===== config.mk =====
export PLATFORM = sky130hd
export DESIGN_NAME = axi_master_read_channel
export DESIGN_NICKNAME = d
export VERILOG_FILES = /design/src/rtl/axi_master_read_channel.sv
export SDC_FILE = /design/constraint.sdc
export NUM_CORES = 1
export LEC_CHECK = 0
export ABC_CLOCK_PERIOD_IN_PS = 2700
export CAP_MARGIN = 20
export CORE_ASPECT_RATIO = 0.75
export CORE_UTILIZATION = 38
export DETAILED_ROUTE_END_ITERATION = 16
export GPL_ROUTABILITY_DRIVEN = 0
export MAX_ROUTING_LAYER = met4
export PLACE_DENSITY = 0.81
export SETUP_SLACK_MARGIN = 0.5
export SLEW_MARGIN = 20
export SYNTH_ARGS = -nofsm -noshare
export SYNTH_HDL_FRONTEND = slang
export SYNTH_SLANG_ARGS = --single-unit

===== constraint.sdc =====
create_clock -name clk -period 2.7 [get_ports clk]
set_input_delay 0.405 -clock clk [delete_from_list [all_inputs] [get_ports clk]]
set_output_delay 0.405 -clock clk [all_outputs]
set_load 0.01 [all_outputs]

===== src/rtl/axi_master_read_channel.sv =====
// -----------------------------------------------------------------------------
// axi_master_read_channel
//
// Master end of the AXI AR and R channels. Takes one burst-read request at a
// time from a local client, issues the AR beat, and passes the returned R beats
// through to the client. The client's backpressure reaches the slave unchanged
// because nothing is buffered. When the burst ends, a one-cycle completion pulse
// reports the worst response seen and whether the beat count was wrong.
//
// Ports
//   clk, rst                     clock, asynchronous active-high reset
//   req_valid/req_ready          client burst request handshake
//   req_addr, req_len            burst start address, beats minus one
//   ARVALID/ARREADY, ARADDR,     AXI read address channel
//   ARLEN, ARSIZE, ARBURST
//   RVALID/RREADY, RDATA,        AXI read data channel
//   RLAST, RRESP
//   rd_valid/rd_ready, rd_data,  beat stream to the client
//   rd_last
//   done, done_resp, done_err    burst completion pulse, worst RRESP, count error
// -----------------------------------------------------------------------------
module axi_master_read_channel #(
  parameter int ADDR_WIDTH         = 32,
  parameter int READ_CHANNEL_WIDTH = 32,
  parameter int READ_BURST_LEN     = 8
) (
  input  logic                          clk,
  input  logic                          rst,
  // client request
  input  logic                          req_valid,
  output logic                          req_ready,
  input  logic [ADDR_WIDTH-1:0]         req_addr,
  input  logic [READ_BURST_LEN-1:0]     req_len,
  // AR channel
  output logic                          ARVALID,
  input  logic                          ARREADY,
  output logic [ADDR_WIDTH-1:0]         ARADDR,
  output logic [READ_BURST_LEN-1:0]     ARLEN,
  output logic [2:0]                    ARSIZE,
  output logic [1:0]                    ARBURST,
  // R channel
  input  logic                          RVALID,
  input  logic [READ_CHANNEL_WIDTH-1:0] RDATA,
  input  logic                          RLAST,
  input  logic [1:0]                    RRESP,
  output logic                          RREADY,
  // client beat stream
  output logic                          rd_valid,
  input  logic                          rd_ready,
  output logic [READ_CHANNEL_WIDTH-1:0] rd_data,
  output logic                          rd_last,
  // completion
  output logic                          done,
  output logic [1:0]                    done_resp,
  output logic                          done_err
);

  typedef enum logic [1:0] {
    IDLE = 2'd0,
    ADDR = 2'd1,
    DATA = 2'd2,
    DONE = 2'd3
  } state_e;

  state_e                    state_q;
  logic [ADDR_WIDTH-1:0]     r_addr_q;
  logic [READ_BURST_LEN-1:0] r_len_q;
  // One extra bit so a full 2^READ_BURST_LEN-beat burst can be counted.
  logic [READ_BURST_LEN:0]   beat_cnt_q, beat_cnt_d;
  logic [1:0]                resp_max_q, resp_max_d;
  logic                      err_q;

  logic beat_hs;  // R handshake that counts as a beat
  logic len_hit;  // current beat is the one ARLEN says should be last

  // NOTE: every signal written here gets a value on every path, so no latch
  // is inferred.
  always_comb begin
    beat_hs    = (state_q == DATA) && RVALID && rd_ready;
    len_hit    = (beat_cnt_q == {1'b0, r_len_q});
    beat_cnt_d = beat_cnt_q;
    // Stop counting once the MSB is set so an overlong burst cannot wrap the
    // counter back into a range that looks like a matching length.
    if (!beat_cnt_q[READ_BURST_LEN]) begin
      beat_cnt_d = beat_cnt_q + (READ_BURST_LEN+1)'(1);
    end
    resp_max_d = (RRESP > resp_max_q) ? RRESP : resp_max_q;
  end

  // NOTE: sequential state uses non-blocking assignments only, so every
  // register samples the values from before the clock edge.
  always_ff @(posedge clk or posedge rst) begin
    if (rst) begin
      state_q    <= IDLE;
      r_addr_q   <= '0;
      r_len_q    <= '0;
      beat_cnt_q <= '0;
      resp_max_q <= '0;
      err_q      <= 1'b0;
    end else begin
      case (state_q)
        IDLE: begin
          if (req_valid) begin
            r_addr_q   <= req_addr;
            r_len_q    <= req_len;
            beat_cnt_q <= '0;
            resp_max_q <= '0;
            err_q      <= 1'b0;
            state_q    <= ADDR;
          end
        end
        ADDR: begin
          if (ARREADY) state_q <= DATA;
        end
        DATA: begin
          if (beat_hs) begin
            beat_cnt_q <= beat_cnt_d;
            resp_max_q <= resp_max_d;
            if (RLAST) begin
              // The burst ends on RLAST no matter what the count says.
              // A mismatch is reported, not enforced.
              if (!len_hit) err_q <= 1'b1;
              state_q <= DONE;
            end else if (len_hit) begin
              // The slave overran ARLEN. Keep draining until it sends RLAST.
              err_q <= 1'b1;
            end
          end
        end
        DONE: state_q <= IDLE;
        default: state_q <= IDLE;
      endcase
    end
  end

  // Control outputs are decoded from the registered state. Reset forces IDLE
  // asynchronously, so ARVALID and RREADY drop as soon as rst rises.
  // req_ready is additionally gated by rst so that it stays low during reset.
  assign req_ready = (state_q == IDLE) && !rst;
  assign ARVALID   = (state_q == ADDR);
  assign ARADDR    = r_addr_q;
  assign ARLEN     = r_len_q;
  assign ARSIZE    = 3'b010;
  assign ARBURST   = 2'b01;

  // The data path is a zero-latency pass-through, enabled only in DATA.
  assign RREADY    = (state_q == DATA) && rd_ready;
  assign rd_valid  = (state_q == DATA) && RVALID;
  assign rd_data   = RDATA;
  assign rd_last   = RLAST;

  assign done      = (state_q == DONE);
  assign done_resp = (state_q == DONE) ? resp_max_q : 2'b00;
  assign done_err  = (state_q == DONE) && err_q;

endmodule


After elaboration in Yosys (flattened, before gate mapping)
Cells that the tools add are included.

Add/sub/neg operators: 1. Order comparisons: 1. Equality and inequality tests: 12. Mux-type cells: 20. Reduce and logical (&&, ||, !) cells: 14.

Operators with widths (number): 9-bit two-way mux (3); 9-bit case mux with 2 select lines (1); 2-bit two-way mux (8); 4-bit AND reduction (3); 9-bit by 1-bit adder with 9-bit output, second input constant (1); 9-bit by 8-bit equality test with 1-bit output (1); 2-bit inequality test, second input constant (4); 2-bit case mux with 4 select lines (1); 3-bit inequality test, second input constant (2); 1-bit logical AND (5); 1-bit two-way mux (5); 5-bit AND reduction (1); 2-bit equality test, second input constant (2); 2-bit by 1-bit inequality test with 1-bit output, second input constant (2); 2-bit case mux with 2 select lines (1); 3-bit AND reduction (1); 2-bit by 1-bit equality test with 1-bit output, second input constant (1); 2-bit > comparator (1); 2-bit zero test (1); 1-bit case mux with 2 select lines (1); 2-bit AND reduction (1); 2-bit nonzero test (1); 1-bit zero test (1).

Register bits: 54. Bits of input ports: 81. Output and inout port bits: 86.

Depth between registers and ports, before layout
Gate-level depths: netlist of the first run.

Word-level depth: 5. Mapped depth: 6. Depth with buffers taken out: 6.

Least setup slack after synthesis of the first run
No wires, ideal clock.

Path type: reg-to-reg. Start: register state_q[0]. End: register resp_max_q[1]. Data arrival time: 1.939 ns. Required time: 2.579 ns. Path slack: 0.640 ns. Stages on the path, launching flop included: 7. Buffers on the path: 0. Clock period less this slack: 2.060 ns. Cells stage by stage: dfrtp_1 inv_1 ha_1 mux2i_1 a2111oi_2 mux2_2 a22o_1.

Longest elaborated chain between the ends: 5. Elaborated cells between the ends (all ways): 10.

RTL lines: from (decl) (RTL line 65) `state_e state_q;`; from (signal assigned) (RTL line 94) `state_q <= IDLE;`; from (signal assigned) (RTL line 109) `state_q <= ADDR;`; from (signal assigned) (RTL line 113) `if (ARREADY) state_q <= DATA;`; 2-bit equality test (RTL line 79, 101); 1-bit logical AND (2 in a row) (RTL line 79) `beat_hs = (state_q == DATA) && RVALID && rd_ready;`; 2-bit inequality test (no source line); 4-bit AND reduction (no source line); to (signal assigned) (RTL line 118) `resp_max_q <= resp_max_d;`; to (decl) (RTL line 70) `logic [1:0] resp_max_q, resp_max_d;`.

Parallel ways exist; a longest one is shown, timed or not. A chain may end at the register's enable or synchronous reset.

Final worst setup path of the first run
Start: input port RRESP[0]. End: register resp_max_q[1].

Longest elaborated chain between the ends: 3.

RTL lines: from (decl) (RTL line 45) `input logic [1:0] RRESP,`; 2-bit > comparator (RTL line 87) `resp_max_d = (RRESP > resp_max_q) ? RRESP : resp_max_q;`; 2-bit by 1-bit inequality test with 1-bit output (no source line); 4-bit AND reduction (no source line).

No other way between the ends.

==> impl_results.md, run 1 <==
* Worst VDD drop at 433 uV
* Tcrit/Tclk final at 0.807
* ANT nets after route at 0
* CTS tree: yes
* Flop pwr share at 0.361
* Internal power at 2620 uW
* Arrival time at the worst endpoint at 2370 ps
* Die width at 101 um
* TritonCTS buffer count at 5
* HPWL Detailed at 4.35 mm
* Seq cells post-synth at 54
* Max Fclk at 459 MHz
* Max-slew violations at 0
* Antenna violations before repair at 0
* Gr ovfl total at 0
* Comb power frac at 0.523
* ANT cells at 0
* Die Span Y at 75.9 um
* Commonest non-fill, non-tap cells in the layout: 94 x clkdlybuf4s50_1, 54 x dfrtp_1, 41 x mux2_2
* # port buffers at 97
* Largest net degree at the start of global routing at 31
* Yosys top cell by area: dfrtp_1
* Req. time, crit path at 2890 ps
* First-pass GRT wire length at 9.21 mm
* Power density over cell area at 1040 nW/um^2
* Synthesized cell area at 2770 sq um
* DRT iter0 DRCs at 118
* Max_cap viols at 0
* Clock-pin transition on the worst setup and hold timing paths at 100 ps
* Overall power at 3940 uW
* Post-Synthesis Cells at 234
* Sequential-to-total area share from yosys stat at 0.489
* Slew @ Worst Pin at 557 ps
* Worst-path fanout max at 3
* Core area at 6930 sq um
* Post-route design area at 3780 sq um
* Status: completed
* Global-route usage over all layers at 0.162
* Yosys top cell area share at 0.489
* Vias at 1,931
* Commonest non-fill, non-tap cell in the layout: clkdlybuf4s50_1
* Cell leakage power at 0.00159 uW
* Yosys Warn Count at 0
* Cell variety after synth at 36
* Avg WL per Cell at 14.4 um
* Dpl cells at 393
* Sw Share at 0.335
* Root buffer cell: clkbuf_8
* Crit end category: flop
* RSZ-0062 raised after global routing: yes
* Post-layout instance count excluding filler cells at 404
* Slew Limit Headroom at 0.628
* CTS H-tree lvls at 2
* Hold crit path type: flop to flop
* I/O pin count at 167
* Share of cells above drive strength 1 at 0.216
* Total Wirelength at 5.80 mm
* TNS Setup at 0 ps
* Mapped Avg Cell Area at 11.8 sq um
* CTS Sinks at 54
* Worst-Skew Late Latency at 300 ps
* Synth area leaders: dfrtp_1 49%, mux2_2 17%, buf_4 10%
* Sw Pwr at 1320 uW
* Vias in the first global route at 1,942
* Crit start category: input pin
* # setup viols final at 0
* # nets final at 394
* Initial Utilization at 0.399
* Number of hold buffers added after CTS at 0
* Core Rows at 26
* Final Critical Period at 2180 ps
* CTS max path bufs at 2
* Area after DPL at 3610 sq um
* Fin. Hold Viols at 0
* Vias/cell at 4.78
* Clock power frac at 0.116
* Critical path class: input pin to flop
* # DRC at 0
* Area Growth Syn to Fin at 36.7%
* Skew final at 8.87 ps
* TritonRoute pass-1 iters at 4
* Die area at 7630 sq um
==> cells in the mapped netlist <==
cell and count:
ha_1 8, buf_4 38, mux2_2 42, a22o_1 2, o22a_1 1, nand2b_1 2
nand4b_1 1, nor4_1 2, or4_1 2, nand2_1 7, a21oi_1 3, nor4b_1 2
nor3_1 2, nor2b_1 2, conb_1 2, mux2i_1 1, buf_1 1, o21ai_0 5
a32o_1 1, xnor2_1 12, o31ai_1 1, inv_1 9, o21a_1 1, a222oi_1 1
clkbuf_1 5, nand3_1 4, o211ai_1 1, a31oi_1 2, nand4_1 2, a21boi_1 1
and2_1 6, o32ai_1 1, nor2_1 7, or3_1 2, a2111oi_2 1, dfrtp_1 54
==> layout make-up <==
type / count / area (sq um)
clock inverters: 1 / 5.00
fillers: 621 / 3150
repair buffers: 105 / 1050
well taps: 98 / 123
flip-flops and latches: 54 / 1350
multi-input cells: 130 / 1130
clock buffers: 7 / 86.3
inverters: 9 / 33.8
==> cells by family after synthesis <==
group	count (synthesis)	synth area share
buf+inv	53	0.124
simple gates	41	0.0810
mux	43	0.175
compound gates	21	0.0552
flops	54	0.489
other cells	2	0.00272
fa+ha+maj	8	0.0362
xor+xnor	12	0.0380
==> routing by layer <==
| layer | vias to the layer above | routed length, um | global-route usage | share of wire |
|---|---|---|---|---|
| met1 | 931 | 2680 | 0.212 | 0.46 |
| met2 | 78 | 2690 | 0.250 | 0.46 |
| met4 | 0 | 59 | 0.0435 | 0.010 |
| met3 | 12 | 363 | 0.0450 | 0.063 |
| met5 | - | 0 | - | 0 |
| li1 | 910 | - | - | - |
==> worst max-delay path: stages <==
cell             delay, ps
clkdlybuf4s50_1        510
inv_1                   50
ha_1                   190
nand2b_1               180
a2111oi_4              450
mux2_4                 340
a22o_1                 240
==> what timing repair did <==
| action | 4_1_cts | 5_1_grt |
|---|---|---|
| cloned | 0 | 0 |
| endpoints found under the setup margin | 7 | 6 |
| pin swaps | 0 | 1 |
| setup buffers | 2 | 1 |
| resized for setup | 7 | 6 |
==> power by group through the flow <==
stage          clock network, uW  logic, uW  registers [uW]
5_1_grt                      516       2240            1470
3_5_place_dp                   0       1980            1440
2_1_floorplan                  0        919            1540
4_1_cts                      483       2050            1420
3_3_place_gp                   0       1930            1410
6_report                     459       2060            1420
==> final timing paths <==
check	start	to	slack [ps]	depth (start not counted)
worst max-delay path	RRESP[0]	resp_max_q[1]	520	7
min in group asynchronous	rst	ARADDR[0]	520	2
max in group asynchronous	rst	ARADDR[17]	1620	3
worst min-delay path	ARADDR[2]	ARADDR[2]	510	1
worst min register to register	ARADDR[2]	ARADDR[2]	510	1
worst max register to register	state_q[0]	beat_cnt_q[6]	610	7
==> metrics by stage <==
| stage | utilization | setup WS (ps) | hold WS (ps) |
|---|---|---|---|
| 3_5_place_dp | 0.522 | 57.0 | 494 |
| 6_report | 0.546 | 520 | 511 |
| 4_1_cts | 0.542 | 473 | 516 |
| 2_1_floorplan | - | 640 | 491 |
| 5_1_grt | 0.546 | 467 | 526 |
| 3_3_place_gp | 0.522 | 169 | 486 |
==> registers in the layout (all words and copies together) (netlist names) <==
signal,cells
state_q,2
err_q,1
resp_max_q,2
beat_cnt_q,9
ARADDR,32
ARLEN,8
No activity file was read; power rests on OpenSTA's default activity.
==> run 2, diff against run 1 <==
--- a/config.mk
+++ b/config.mk
@@ -5,14 +5,14 @@
 export SDC_FILE = /design/constraint.sdc
 export NUM_CORES = 1
 export LEC_CHECK = 0
-export ABC_CLOCK_PERIOD_IN_PS = 2700
+export ABC_CLOCK_PERIOD_IN_PS = 1960
 export CAP_MARGIN = 20
 export CORE_ASPECT_RATIO = 0.75
-export CORE_UTILIZATION = 38
+export CORE_UTILIZATION = 34
 export DETAILED_ROUTE_END_ITERATION = 16
 export GPL_ROUTABILITY_DRIVEN = 0
 export MAX_ROUTING_LAYER = met4
-export PLACE_DENSITY = 0.81
+export PLACE_DENSITY = 0.76
 export SETUP_SLACK_MARGIN = 0.5
 export SLEW_MARGIN = 20
 export SYNTH_ARGS = -nofsm -noshare
==> constraint.sdc (replaced) <==
create_clock -name clk -period 1.96 [get_ports clk]
set_input_delay 0.294 -clock clk [delete_from_list [all_inputs] [get_ports clk]]
set_output_delay 0.294 -clock clk [all_outputs]
set_load 0.01 [all_outputs]
==> impl_results.md, run 2 (same netlist as run 1, synthesis figures left out) <==
* Number of hold buffers added after CTS at 0 (unchanged)
* Vias/cell at 4.77 (-0.12%)
* FF/Latch Area at 1350 sq um (about the same)
* TritonRoute pass-1 iters at 4 (unchanged)
* ANT nets after route at 0 (unchanged)
* Share of cells above drive strength 1 at 0.389 (+0.173)
* Hold crit path type: input pin to async pin
* Sw Pwr at 2280 uW (+73%)
* HPWL Detailed at 4.28 mm (-1.5%)
* Critical path class: flop to flop
* Commonest non-fill, non-tap cells in the layout: 53 x dfrtp_1, 47 x clkdlybuf4s50_1, 42 x mux2_4, 42 x dlygate4sd2_1, 22 x buf_4
* Crit start category: flop
* Die Span Y at 80.1 um (+5.6%)
* Clock-pin transition on the worst setup and hold timing paths at 100 ps (about the same)
* RSZ-0062 raised after global routing: yes
* TritonCTS buffer count at 5 (unchanged)
* Root buffer cell: clkbuf_8
* Initial Utilization at 0.351 (-0.0483)
* Fillers at 670 (+7.9%)
* ANT cells at 0 (unchanged)
* Final Critical Period at 1950 ps
* Slew @ Worst Pin at 578 ps (+20.4 ps)
* Cell leakage power at 0.00210 uW (+33%)
* Final hold slack at 491 ps (-20.5 ps)
* Req. time, crit path at 2170 ps (-720 ps)
* Area after DPL at 3760 sq um (+4.1%)
* Area Growth Syn to Fin at 63.4%
* Core area at 7880 sq um (+14%)
* Max-slew violations at 0 (unchanged)
* Clock power frac at 0.094 (-0.022)
* Max_cap viols at 0 (unchanged)
* Global-route usage over all layers at 0.166 (+0.00404)
* Die width at 106 um (+5.6%)
* Internal power at 4310 uW (+65%)
* # setup viols final at 0 (unchanged)
* Comb power frac at 0.613 (+0.090)
* Post-route design area at 4520 sq um (+19%)
* Largest net degree at the start of global routing at 29 (-6.5%)
* Max reg flops at 32 (unchanged)
* Gr ovfl total at 0 (unchanged)
* Multi-input logic area at 1470 sq um (+29%)
* Fin. Hold Viols at 0 (unchanged)
* Vias at 2,134 (+11%)
* Antenna violations before repair at 0 (unchanged)
* Slew Limit Headroom at 0.615 (-0.0131)
* Pre-CTS WS at -349 ps (-406 ps)
* Avg WL per Cell at 16.0 um (+11%)
* Commonest non-fill, non-tap cell in the layout: dfrtp_1
* # nets final at 431 (+9.4%)
* # DRC at 0 (unchanged)
* Power density over cell area at 1460 nW/um^2 (+40%)
* First-pass GRT wire length at 10.5 mm (+14%)
* CTS max path bufs at 2 (unchanged)
* Critical Path Max Stage Delay at 460 ps (-50 ps)
* Total Wirelength at 7.15 mm (+23%)
* Setup ws final at 10.8 ps (-509 ps)
* Vias in the first global route at 2,101 (+8.2%)
* Sw Share at 0.346 (+0.0104)
* Worst VDD drop at 652 uV (+51%)
* Critical-path cell list: inv_2 > ha_4 > mux2i_4 > a2111oi_4 > mux2_4 > a22o_1
* I/O pin count at 167 (unchanged)
* CTS tree: yes
* Slowest CP cell: a2111oi_4
* Worst-Skew Late Latency at 310 ps (about the same)
* Worst-path fanout max at 4 (+1)
* Die area at 8500 sq um (+11%)
* # port buffers at 97 (unchanged)
* Status: completed
* Core Rows at 28 (+7.7%)
* Flop pwr share at 0.294 (-0.067)
* TNS Setup at 0 ps (unchanged)
* Crit end category: flop
* Max Fclk at 513 MHz
* Skew final at 4.12 ps (-4.75 ps)
* DRT iter0 DRCs at 76 (-36%)
* CTS H-tree lvls at 2 (unchanged)
* CTS Sinks at 54 (unchanged)
* Arrival time at the worst endpoint at 2160 ps (-210 ps)
* Tcrit/Tclk final at 0.994
## run 2: layer usage
metal  GRT usage  vias up  share of wire
met3      0.0365        9          0.058
li1            -      992              -
met2       0.274       85           0.47
met1       0.207     1048           0.46
met4      0.0472        0         0.0070
met5           -        -              0
## run 2: stage by stage
step           power (uW)  std cells   util
2_1_floorplan        3560        237      -
3_3_place_gp         4850        407  0.477
3_5_place_dp         4930        407  0.477
4_1_cts              5930        438  0.534
5_1_grt              6990        447  0.573
6_report             6590        447  0.573
## run 2: power by group through the flow
stage	Sequential [uW]	Combinational (uW)	Clock, uW
5_1_grt	2000	4290	697
3_5_place_dp	1970	2960	0
4_1_cts	1900	3380	647
3_3_place_gp	1940	2900	0
2_1_floorplan	2130	1420	0
6_report	1940	4040	617
## run 2: final cells by class
type                    count  area share
inverters                   9     0.00831
repair buffers            142       0.320
multi-input cells         130       0.325
flip-flops and latches     54       0.299
clock inverters             2     0.00305
well taps                 105      0.0291
clock buffers               5      0.0152
## run 2: worst paths after layout
check                           cells past startpoint  slack [ps]             to        from
worst max register to register                      6          10  resp_max_q[1]  state_q[0]
worst max-delay path                                6          10  resp_max_q[1]  state_q[0]
min in group clk                                    3         500  resp_max_q[0]    RRESP[0]
worst min-delay path                                3         490     ARADDR[20]         rst
max in group asynchronous                           3        1140  beat_cnt_q[1]         rst
worst min register to register                      1         510     ARADDR[17]  ARADDR[17]
## run 2: timing repair
action                     CTS  global route
setup buffers               18             9
resized for setup           92            81
setup endpoints to repair  103            62
pin swaps                    7            13
cloned                       6             0
## run 2: worst max-delay path, delay by kind of cell (launching register included)
| family | cells | cell delay (ps) |
|---|---|---|
| buf+inv | 1 | 80 |
| fa+ha+maj | 1 | 180 |
| compound gates | 2 | 660 |
| mux | 2 | 540 |
| flops | 1 | 380 |
==> run 3, diff against run 2 <==
--- a/config.mk
+++ b/config.mk
@@ -11,8 +11,9 @@
 export CORE_UTILIZATION = 34
 export DETAILED_ROUTE_END_ITERATION = 16
 export GPL_ROUTABILITY_DRIVEN = 0
+export GPL_TIMING_DRIVEN = 0
 export MAX_ROUTING_LAYER = met4
-export PLACE_DENSITY = 0.76
+export PLACE_DENSITY = 0.78
 export SETUP_SLACK_MARGIN = 0.5
 export SLEW_MARGIN = 20
 export SYNTH_ARGS = -nofsm -noshare
==> impl_results.md, run 3 (same netlist as run 1, synthesis figures left out) <==
* Worst R2R Path Depth at 7 (+1)
* Worst VDD drop at 712 uV (+9.2%)
* Reg2reg end: resp_max_q[1]
* # port buffers at 129 (+33%)
* Crit start category: flop
* Commonest non-fill, non-tap cells in the layout: 77 x clkdlybuf4s50_1, 54 x dfrtp_1, 52 x buf_4
* Initial Utilization at 0.351 (unchanged)
* I/O pin count at 167 (unchanged)
* Status: complete, but fails checks
* Max Fclk at 505 MHz (-1.7%)
* Slew Limit Headroom at 0.583 (-0.0323)
* Final hold slack at 424 ps (-66.8 ps)
* Die Span Y at 80.1 um (unchanged)
* Power density over cell area at 1250 nW/um^2 (-14%)
* Core area at 7880 sq um (unchanged)
* Critical path class: flop to flop
* Critical-path cell list: inv_2 > buf_6 > ha_4 > mux2i_4 > a2111oi_4 > mux2_4 > a22o_1
* Max_cap viols at 0 (unchanged)
* CTS H-tree lvls at 2 (unchanged)
* Failing checks: design-rule violations, negative setup slack
* Largest net degree at the start of global routing at 30 (+3.4%)
* Hold crit path type: input pin to async pin
* Worst r2r src: state_q[0]
* Vias/cell at 4.59 (-3.9%)
* # nets final at 478 (+11%)
* Max-slew violations at 0 (unchanged)
* # DRC at 1 (+1)
* ANT nets after route at 0 (unchanged)
* Worst-path fanout max at 5 (+1)
* CTS Sinks at 54 (unchanged)
* TritonRoute pass-1 iters at 12 (+8)
* Gr ovfl total at 0 (unchanged)
* Multi-input logic area at 1250 sq um (-15%)
* Commonest non-fill, non-tap cell in the layout: clkdlybuf4s50_1
* Worst-Skew Late Latency at 310 ps (about the same)
* TritonCTS buffer count at 5 (unchanged)
* Tcrit/Tclk final at 1.01 (+0.0167)
* Fin. Hold Viols at 0 (unchanged)
* Share of cells above drive strength 1 at 0.356 (-0.0325)
* Final Critical Period at 1980 ps (+32.7 ps)
* ANT cells at 0 (unchanged)
* Req. time, crit path at 2160 ps (about the same)
* Core Rows at 28 (unchanged)
* Area Growth Syn to Fin at 65.8%
* Number of hold buffers added after CTS at 0 (unchanged)
* Antenna violations before repair at 0 (unchanged)
* Vias at 2,272 (+6.5%)
* HPWL Detailed at 5.11 mm (+19%)
* FF/Latch Area at 1350 sq um (about the same)
* Skew final at 2.41 ps (-1.71 ps)
* Global-route usage over all layers at 0.162 (-0.00395)
* Total Wirelength at 6.68 mm (-6.5%)
* Crit end category: flop
* CTS tree: yes
* DRT iter0 DRCs at 39 (-49%)
* Pre-CTS WS at -342 ps (+7.21 ps)
* # setup viols final at 1 (+1)
* First-pass GRT wire length at 10.5 mm (about the same)
* CTS max path bufs at 2 (unchanged)
* Max reg flops at 32 (unchanged)
* Fillers at 687 (+2.5%)
* Worst R2R Setup Slack at -20 ps (-30 ps)
* Critical Path Max Stage Delay at 400 ps (-60 ps)
* Arrival time at the worst endpoint at 2190 ps (+30 ps)
* Setup ws final at -21.9 ps (-32.7 ps)
* Slew @ Worst Pin at 625 ps (+47.2 ps)
* Cell leakage power at 0.00204 uW (-3.0%)
* TNS Setup at -21.9 ps (-21.9 ps)
* RSZ-0062 raised after global routing: yes
* Die area at 8500 sq um (unchanged)
* Die width at 106 um (unchanged)
* Slowest CP cell: a2111oi_4
* Avg WL per Cell at 13.5 um (-16%)
* Vias in the first global route at 2,244 (+6.8%)
* Clock-pin transition on the worst setup and hold timing paths at 100 ps (about the same)
* Root buffer cell: clkbuf_8
run 3: cell count changes in the layout (fill, tap and decap cells not counted), sizes merged:
cell,previous run,this run
clkdlybuf4s50,47,77
buf,53,63
clkbuf,5,10
dlygate4sd2,42,44
bufinv,0,1
clkinv,1,0
clkinvlp,1,2
run 3: per-stage QoR:
stage / cell area (sq um) / utilization / instances / power, uW
after floorplan: 2880 / - / 237 / 3560
after global routing: 4590 / 0.582 / 495 / 6140
final: 4590 / 0.582 / 495 / 5740
after detailed placement: 4320 / 0.548 / 472 / 5000
after CTS: 4510 / 0.572 / 491 / 5700
after global placement: 4300 / 0.546 / 471 / 4890
run 3: worst max path at each step:
stage / startpoint / to / slack, ps / depth (start not counted)
floorplan: state_q[1] / resp_max_q[0] / 50 / 6
global placement: RRESP[0] / resp_max_q[0] / -310 / 7
detailed placement: RRESP[0] / resp_max_q[0] / -340 / 7
CTS: state_q[0] / resp_max_q[1] / -20 / 7
global route: state_q[1] / resp_max_q[1] / -70 / 6
finish: state_q[0] / resp_max_q[1] / -20 / 7
run 3: final cells by class:
type | count | area share
repair buffers | 145 | 0.291
inverters | 9 | 0.00819
well taps | 105 | 0.0286
flip-flops and latches | 54 | 0.295
plain buffers | 44 | 0.0791
clock inverters | 3 | 0.0106
clock buffers | 5 | 0.0150
multi-input cells | 130 | 0.272
run 3: critical path: cells and delay by family, from the launching register on:
kind | cells | cell delay [ps]
AO/OA/AOI/OAI | 2 | 630
multiplexers | 2 | 550
flip-flops | 1 | 380
buffers and inverters | 2 | 160
adder cells (fa/ha/maj) | 1 | 160
run 3: per-layer routing:
layer	global-route usage	routed length (um)	part of all wire	up-vias
met5	-	0	0	-
met2	0.301	3620	0.54	98
met4	0.0431	48	0.0072	0
li1	-	-	-	1073
met1	0.177	2560	0.38	1094
met3	0.0349	452	0.068	7
run 3: power by group:
part | switching (uW) | internal (uW)
sequential | 303 | 1610
combinational | 1310 | 1740
clock | 385 | 389
run 3: what timing repair did:
action                                  CTS  global route
resized for setup                        92            10
buffers inserted                         11             4
endpoints found under the setup margin  102            62
pin swaps                                 5             3
